===== src/rtl/gol_generation_controller.sv =====
// ============================================================================
// gol_generation_controller: sequences load/step/free-run of a 16x16 Life board
// Revision: 1.0
// ============================================================================
`default_nettype none

module gol_generation_controller #(
  parameter int TIMEOUT = 1024
) (
  input  logic         clk,
  input  logic         reset,
  input  logic         cmd_load,
  input  logic [255:0] seed_board,
  input  logic         cmd_run,
  input  logic         cmd_pause,
  input  logic         cmd_step,
  input  logic [23:0]  period,
  output logic         eng_start,
  output logic [255:0] eng_board,
  input  logic [255:0] eng_result,
  input  logic         eng_done,
  output logic [255:0] cur_board,
  output logic [31:0]  generation,
  output logic         busy,
  output logic         halted_stable,
  output logic         halted_empty,
  output logic         err_timeout,
  output logic [2:0]   state
);

  localparam logic [2:0]  ST_IDLE     = 3'd0;
  localparam logic [2:0]  ST_RUN_WAIT = 3'd1;
  localparam logic [2:0]  ST_ISSUE    = 3'd2;
  localparam logic [2:0]  ST_BUSY     = 3'd3;
  localparam logic [2:0]  ST_HALTED   = 3'd4;
  localparam logic [31:0] TO_LAST     = 32'(TIMEOUT - 1);

  logic        running;
  logic [23:0] tick_cnt;
  logic [31:0] to_cnt;
  logic        do_load;
  logic        do_pause;
  logic        do_step;
  logic        do_run;
  logic        res_stable;
  logic        res_empty;

  // Only the highest-priority command of a cycle survives, even if it is then ignored.
  assign do_load  = cmd_load;
  assign do_pause = cmd_pause & ~cmd_load;
  assign do_step  = cmd_step & ~cmd_load & ~cmd_pause;
  assign do_run   = cmd_run & ~cmd_load & ~cmd_pause & ~cmd_step;

  assign res_stable = (eng_result == cur_board);
  assign res_empty  = (eng_result == '0);

  assign eng_start = (state == ST_ISSUE);
  assign busy      = (state == ST_ISSUE) || (state == ST_BUSY);
  assign eng_board = cur_board;

  always_ff @(posedge clk) begin
    if (reset) begin
      state         <= ST_IDLE;
      cur_board     <= '0;
      generation    <= '0;
      halted_stable <= 1'b0;
      halted_empty  <= 1'b0;
      err_timeout   <= 1'b0;
      running       <= 1'b0;
      tick_cnt      <= '0;
      to_cnt        <= '0;
    end else begin
      case (state)
        ST_IDLE, ST_HALTED: begin
          if (do_load) begin
            cur_board     <= seed_board;
            generation    <= '0;
            halted_stable <= 1'b0;
            halted_empty  <= 1'b0;
            err_timeout   <= 1'b0;
            running       <= 1'b0;
            state         <= ST_IDLE;
          end else if (state == ST_IDLE && do_step) begin
            running <= 1'b0;
            state   <= ST_ISSUE;
          end else if (state == ST_IDLE && do_run) begin
            running  <= 1'b1;
            tick_cnt <= '0;
            state    <= ST_RUN_WAIT;
          end
        end
        ST_RUN_WAIT: begin
          if (do_pause) begin
            running <= 1'b0;
            state   <= ST_IDLE;
          end else begin
            tick_cnt <= tick_cnt + 24'd1;
            if (tick_cnt >= period) state <= ST_ISSUE;
          end
        end
        ST_ISSUE: begin
          if (do_pause) running <= 1'b0;
          to_cnt <= '0;
          state  <= ST_BUSY;
        end
        ST_BUSY: begin
          if (eng_done) begin
            cur_board     <= eng_result;
            halted_stable <= res_stable;
            halted_empty  <= res_empty;
            if (generation != 32'hFFFF_FFFF) generation <= generation + 32'd1;
            if (res_stable || res_empty) begin
              running <= 1'b0;
              state   <= ST_HALTED;
            end else if (running && !do_pause) begin
              tick_cnt <= '0;
              state    <= ST_RUN_WAIT;
            end else begin
              running <= 1'b0;
              state   <= ST_IDLE;
            end
          end else if (to_cnt == TO_LAST) begin
            err_timeout <= 1'b1;
            running     <= 1'b0;
            state       <= ST_HALTED;
          end else begin
            if (do_pause) running <= 1'b0;
            to_cnt <= to_cnt + 32'd1;
          end
        end
        default: state <= ST_IDLE;
      endcase
    end
  end

endmodule

`default_nettype wire


===== config.mk =====
export PLATFORM = sky130hd
export DESIGN_NAME = gol_generation_controller
export DESIGN_NICKNAME = d
export VERILOG_FILES = /design/src/rtl/gol_generation_controller.sv
export SDC_FILE = /design/constraint.sdc
export NUM_CORES = 1
export LEC_CHECK = 0
export CELL_PAD_IN_SITES_DETAIL_PLACEMENT = 1
export CELL_PAD_IN_SITES_GLOBAL_PLACEMENT = 2
export CORE_AREA = 5 5 417 419
export CTS_BUF_LIST = sky130_fd_sc_hd__clkbuf_4 sky130_fd_sc_hd__clkbuf_8 sky130_fd_sc_hd__clkbuf_16
export DETAILED_ROUTE_END_ITERATION = 10
export DIE_AREA = 0 0 422 424
export PLACE_DENSITY = 0.57
export SLEW_MARGIN = 20
export SYNTH_ARGS = -nofsm -noshare
export SYNTH_HDL_FRONTEND = slang
export SYNTH_SLANG_ARGS = --single-unit

===== constraint.sdc =====
create_clock -name clk -period 2.6 [get_ports clk]
set_input_delay 0.65 -clock clk [delete_from_list [all_inputs] [get_ports clk]]
set_output_delay 0.65 -clock clk [all_outputs]
set_load 0.02 [all_outputs]

# Word-level counts from Yosys, hierarchy flattened
# Cells that the tools add are included.
op_classes:
  n_addsub: 3
  order_cmp: 1
  n_eq_ne: 23
  mux: 45
  n_bitwise: 9
  n_reduce_logical: 21
ops:
  columns: ["cell", "n"]
  rows:
  - ["2-to-1 mux 256 bit", 2]
  - ["one-hot mux 256 bit (2 select lines)", 1]
  - ["== test 256 bit", 1]
  - ["logical NOT 256 bit", 1]
  - ["2-to-1 mux 24 bit", 7]
  - ["2-to-1 mux 32 bit", 5]
  - ["one-hot mux 32 bit (2 select lines)", 2]
  - ["one-hot mux 24 bit (3 select lines)", 1]
  - ["adder 32 x 1 -> 32 bit (second input constant)", 2]
  - ["== test 32 x 10 -> 1 bit (second input constant)", 1]
  - ["inequality test 32 bit (second input constant)", 1]
  - ["adder 24 x 1 -> 24 bit (second input constant)", 1]
  - [">= comparator 24 bit", 1]
  - ["2-to-1 mux 3 bit", 8]
  - ["inequality test 2 bit (second input constant)", 9]
  - ["2-to-1 mux 1 bit", 14]
  - ["one-hot mux 3 bit (4 select lines)", 1]
  - ["AND reduction 3 bit", 4]
  - ["inequality test 4 bit (second input constant)", 2]
  - ["AND reduction 4 bit", 2]
  - ["AND reduction 8 bit", 1]
  - ["AND 1 bit", 6]
  - ["== test 3 x 2 -> 1 bit (second input constant)", 2]
  - ["inequality test 2 x 1 -> 1 bit (second input constant)", 3]
  - ["other kinds (14)", 24]
totals:
  ff_bits: 351

# Longest topological paths before layout
logic_depth:
  ltp_word: 9
  ltp_mapped: 11
  depth_no_buf: 11

# Worst setup path after synthesis
# OpenSTA, ideal clock, no wires.
synth_path:
  path_type: "in2reg"
  from: "input port period[0]"
  to: "register state[2]"
  setup_ps: 69
  arrival_ps: 2610
  path_slack_ps: -79
  path_stages: 10
  cell_sequence: "ha_1 -> nand2b_1 -> a21o_1 -> a21oi_1 -> o21ai_1 -> a2111o_1 -> a221o_1 -> a21o_1 -> a211o_1 -> o21ai_1"
synth_between:
  elab_chain_len: 3
synth_rtl:
  columns: ["element", "line_no", "source"]
  rows:
  - ["start, declared", "17", "input logic [23:0] period,"]
  - [">= comparator 24 bit", "98", "if (tick_cnt >= period) state <= ST_ISSUE;"]
  - ["inequality test 3 bit (no line)", null, null]
  - ["AND reduction 3 bit (no line)", null, null]
  - ["end signal, assigned", "95", "state <= ST_IDLE;"]
  - ["end signal, assigned", "98", null]
  - ["end signal, assigned", "104", "state <= ST_BUSY;"]
  - ["end, declared", "28", "output logic [2:0] state"]
# No other way between the ends.
# A chain may end at the register's enable or synchronous reset.

# Worst setup path in the final report
layout_path:
  from: "input port eng_result[225]"
  to: "register tick_cnt[10]"
layout_between:
  elab_chain_len: 4
  elab_cells_between_ends: 5
layout_rtl:
  columns: ["element", "line_no", "source"]
  rows:
  - ["start, declared", "20", "input logic [255:0] eng_result,"]
  - ["== test 256 bit / logical NOT 256 bit (equally long branches)", "54, 55", null]
  - ["logical OR 1 bit *", "112", "if (res_stable || res_empty) begin"]
  - ["inequality test 2 bit (no line) *", null, null]
  - ["AND reduction 8 bit (no line) *", null, null]
  - ["end signal, assigned", "97", "tick_cnt <= tick_cnt + 24'd1;"]
  - ["end, declared", "39", "logic [23:0] tick_cnt;"]
# Every way passes the cells marked *; elsewhere a longest branch is shown, timed or not.

==> run metrics <==
status=finished, violations left; failing checks=setup timing; first-pass GRT wire length=258000 um; max incr delay on CP=0.54 ns; Worst slew margin=38.5%; DR pass1 iterations=5; layout cells sized above 1=27.0%; r2r worst-path depth=12; gpl congestion=around 0.88; DR iter-0 viols=between 1000 and 1500; ys async rst share=0%; Yosys Warn Count=0; Clk Latency, worst-skew pair=roughly 0.66 ns; min Tclk post-route=3.17 ns; most frequent cells in the layout=clkdlybuf4s50_1, buf_4, dfxtp_1, xor2_1, nor2_1; Worst Max-Slew Pin Slew=0.922 ns; Critical R2R Launch=cur_board[198]$_SDFFE_PP0P_; Seq pwr share=between 20% and 30%; IO Pins=1095; total internal power=roughly 0.018 W; Top FF cell, synth=dfxtp_1; largest net degree at the start of global routing=127; Synth Area per Inst=8.23 sq um; P per Cell Area=752 mW/mm^2; Setup-failing EPs final=33; Pleak=around 17 nW; vias in the first global route=26399; Crit-path slowest cell=dlygate4sd2_1; Crit Path Max Fanout=5; critical-path cell list=dlygate4sd2_1 > xor2_2 > nor4_1 > nand4_1 > nor4_4 > buf_4 > nand4_1 > buf_4 > a22o_4 > clkbuf_16 > nand4_1 > xor2_1 > nor2_1; post-route cell area=0.0415 sq mm; Clk pwr share=26.0%; Req. time, crit path=3.12 ns; final wirelength=201000 um; commonest non-fill, non-tap cell in the layout=clkdlybuf4s50_1; Setup CP Type=input pin to flip-flop; post-route setup slack=-0.566 ns; worst hold slack=0.404 ns; GRT Residual Overflow=0; Yosys cell types=62; Critical Path End Type=flip-flop; Critical Path Start Type=input pin; fillcell total=roughly 20000; Worst IR Drop VDD=approximately 0.00048 V; CTS Hold Bufs=0; Worst-path clk slew=0.06 ns; wire per inst=32.3 um; area grow syn2layout=108%; Worst Hold Endpoint=cur_board[104]$_SDFFE_PP0P_; Mapped Cells=2427; Post-route DRC=0; core area=0.170 sq mm; # clock sinks=roughly 350; GRT Resource Usage Total=21.3%; DRT antenna net count=0; Longest Clk Path Bufs=3; CTS Buf Count=54; most used cell, CP=nand4_1; hold path start=eng_result[104]; f_max=316 MHz; sequential cell area fraction in the yosys report=35.2%; CTS H-tree lvls=2; Net Switching=0.0132 W; cell area after synthesis=0.0200 sq mm; final setup skew=just over 0.03 ns; Die Wd=422 um; FF/Latch Area=0.00705 sq mm; total number of vias=about 25000; Die Y-Extent=424 um; CTS tree=yes; Hold Vio Cnt, Final=0; RSZ-0062 raised after global routing=yes; Clk Tree Root Cell=clkbuf_16; DP HPWL=171000 um; Starting Density=11.7%; hold path cells=3; antenna violations before repair=110; post-synth net total=2997; Via density=4.01; sw frac=42.4%; Die ar.=between 0.15 and 0.2 sq mm; area of the multi-input gates=between 0.01 and 0.015 sq mm; EDFF count, synth=0; row cnt=152; CP arrival=3.69 ns; register bit total from synthesis=351; Combinational Power Share=51.7%; final worst-path cycle share=122%; DP Worst Slack=-1.91 ns; count of max-cap constraint violations=0; Reg2Reg Capture Point=tick_cnt[10]$_SDFFE_PP0P_; Area after DPL=0.0372 sq mm; fin nets=4479; Max Slew Vio Count=0; Port Buf Inserts=1094; worst hold path class=input pin to flip-flop; R2R setup slack=-0.47 ns
cell families (layout without fill, tap and decap cells):
group	count (synthesis)	in the layout	share of synthesized area (%)
compound gates	523	523	17.3
xor+xnor	325	325	14.2
fa+ha+maj	27	27	1.69
buf+inv	425	1947	12.8
flops	351	351	35.2
mux	3	3	0.150
other cells	0	36	0
simple gates	773	773	18.6
worst max-delay path: cells and delay by family:
| family | cells | cell delay, ns |
|---|---|---|
| xor+xnor | 2 | 0.46 |
| buf+inv | 4 | 1.11 |
| simple gates | 6 | 1.18 |
| compound gates | 1 | 0.27 |
final cells by class:
type / count / area share, %
sequential: 351 / 17.0
tap: 2233 / 6.73
clock buffer: 84 / 4.18
inverter: 38 / 0.344
multi-input combinational: 1651 / 30.2
timing repair buffer: 1813 / 40.9
antenna: 36 / 0.217
clock inverter: 12 / 0.404
routing by layer:
| layer | up-vias | GRT usage, % | share of wire, % |
|---|---|---|---|
| met3 | 242 | 5.90 | 6.3 |
| met5 | - | 0 | 0.20 |
| met1 | 12490 | 23.4 | 38 |
| met4 | 62 | 3.52 | 2.0 |
| li1 | 11358 | - | - |
| met2 | 787 | 41.1 | 53 |
worst max path at each step:
stage,startpoint,endpoint,slack (ns),depth (start not counted)
floorplan,period[0],state[2]$_SDFFE_PP0P_,-0.02,10
global placement,eng_result[159],tick_cnt[12]$_SDFFE_PP0P_,-2.77,14
detailed placement,eng_result[95],tick_cnt[10]$_SDFFE_PP0P_,-1.91,13
CTS,cur_board[176]$_SDFFE_PP0P_,tick_cnt[22]$_SDFFE_PP0P_,-0.57,13
global route,eng_result[238],tick_cnt[7]$_SDFFE_PP0P_,-0.62,14
finish,eng_result[225],tick_cnt[10]$_SDFFE_PP0P_,-0.57,13
timing repair:
item                                    CTS  global route
pin swaps                                66            79
gates cloned                              0             1
buffers inserted                          3            10
endpoints found under the setup margin   61            64
gates resized for setup                 263           258
power by group through the flow:
stage	logic (W)	clock network, W	registers [W]
global placement	0.0159	0	0.00689
finish	0.0161	0.00812	0.00694
global route	0.0169	0.00856	0.00703
detailed placement	0.0160	0	0.00693
CTS	0.0163	0.00846	0.00688
floorplan	0.00501	0	0.00810
metrics by stage:
stage / power, W / std cells / TNS [ns] / utilization (%)
floorplan: 0.0131 / 2427 / -0.0229 / -
global placement: 0.0228 / 6079 / -170.25 / 21.8
detailed placement: 0.0229 / 6080 / -144.82 / 21.9
CTS: 0.0316 / 6176 / -14.64 / 23.6
global route: 0.0325 / 6193 / -18.33 / 24.4
finish: 0.0312 / 6218 / -14.33 / 24.4
Yosys cell counts, drive strengths merged (19+ instances only):
| library cell | number | area, sq um |
|---|---|---|
| xnor2 | 19 | 166 |
| ha | 27 | 338 |
| clkbuf | 115 | 432 |
| nor4 | 143 | 895 |
| o21ai | 25 | 125 |
| nand2 | 221 | 830 |
| xor2 | 306 | 2680 |
| nand4 | 67 | 419 |
| nor2 | 240 | 918 |
| inv | 38 | 143 |
| a21oi | 212 | 1060 |
| dfxtp | 351 | 7030 |
| a22oi | 188 | 1410 |
| nand3 | 35 | 193 |
| buf | 272 | 1990 |
| o221ai | 69 | 604 |
flip-flops by register name, indices dropped and copies added (netlist names):
register / cells
generation: 32
cur_board: 256
halted_stable: 1
state: 3
halted_empty: 1
err_timeout: 1
tick_cnt: 24
running: 1
to_cnt: 32
No activity file was read; power rests on OpenSTA's default activity.
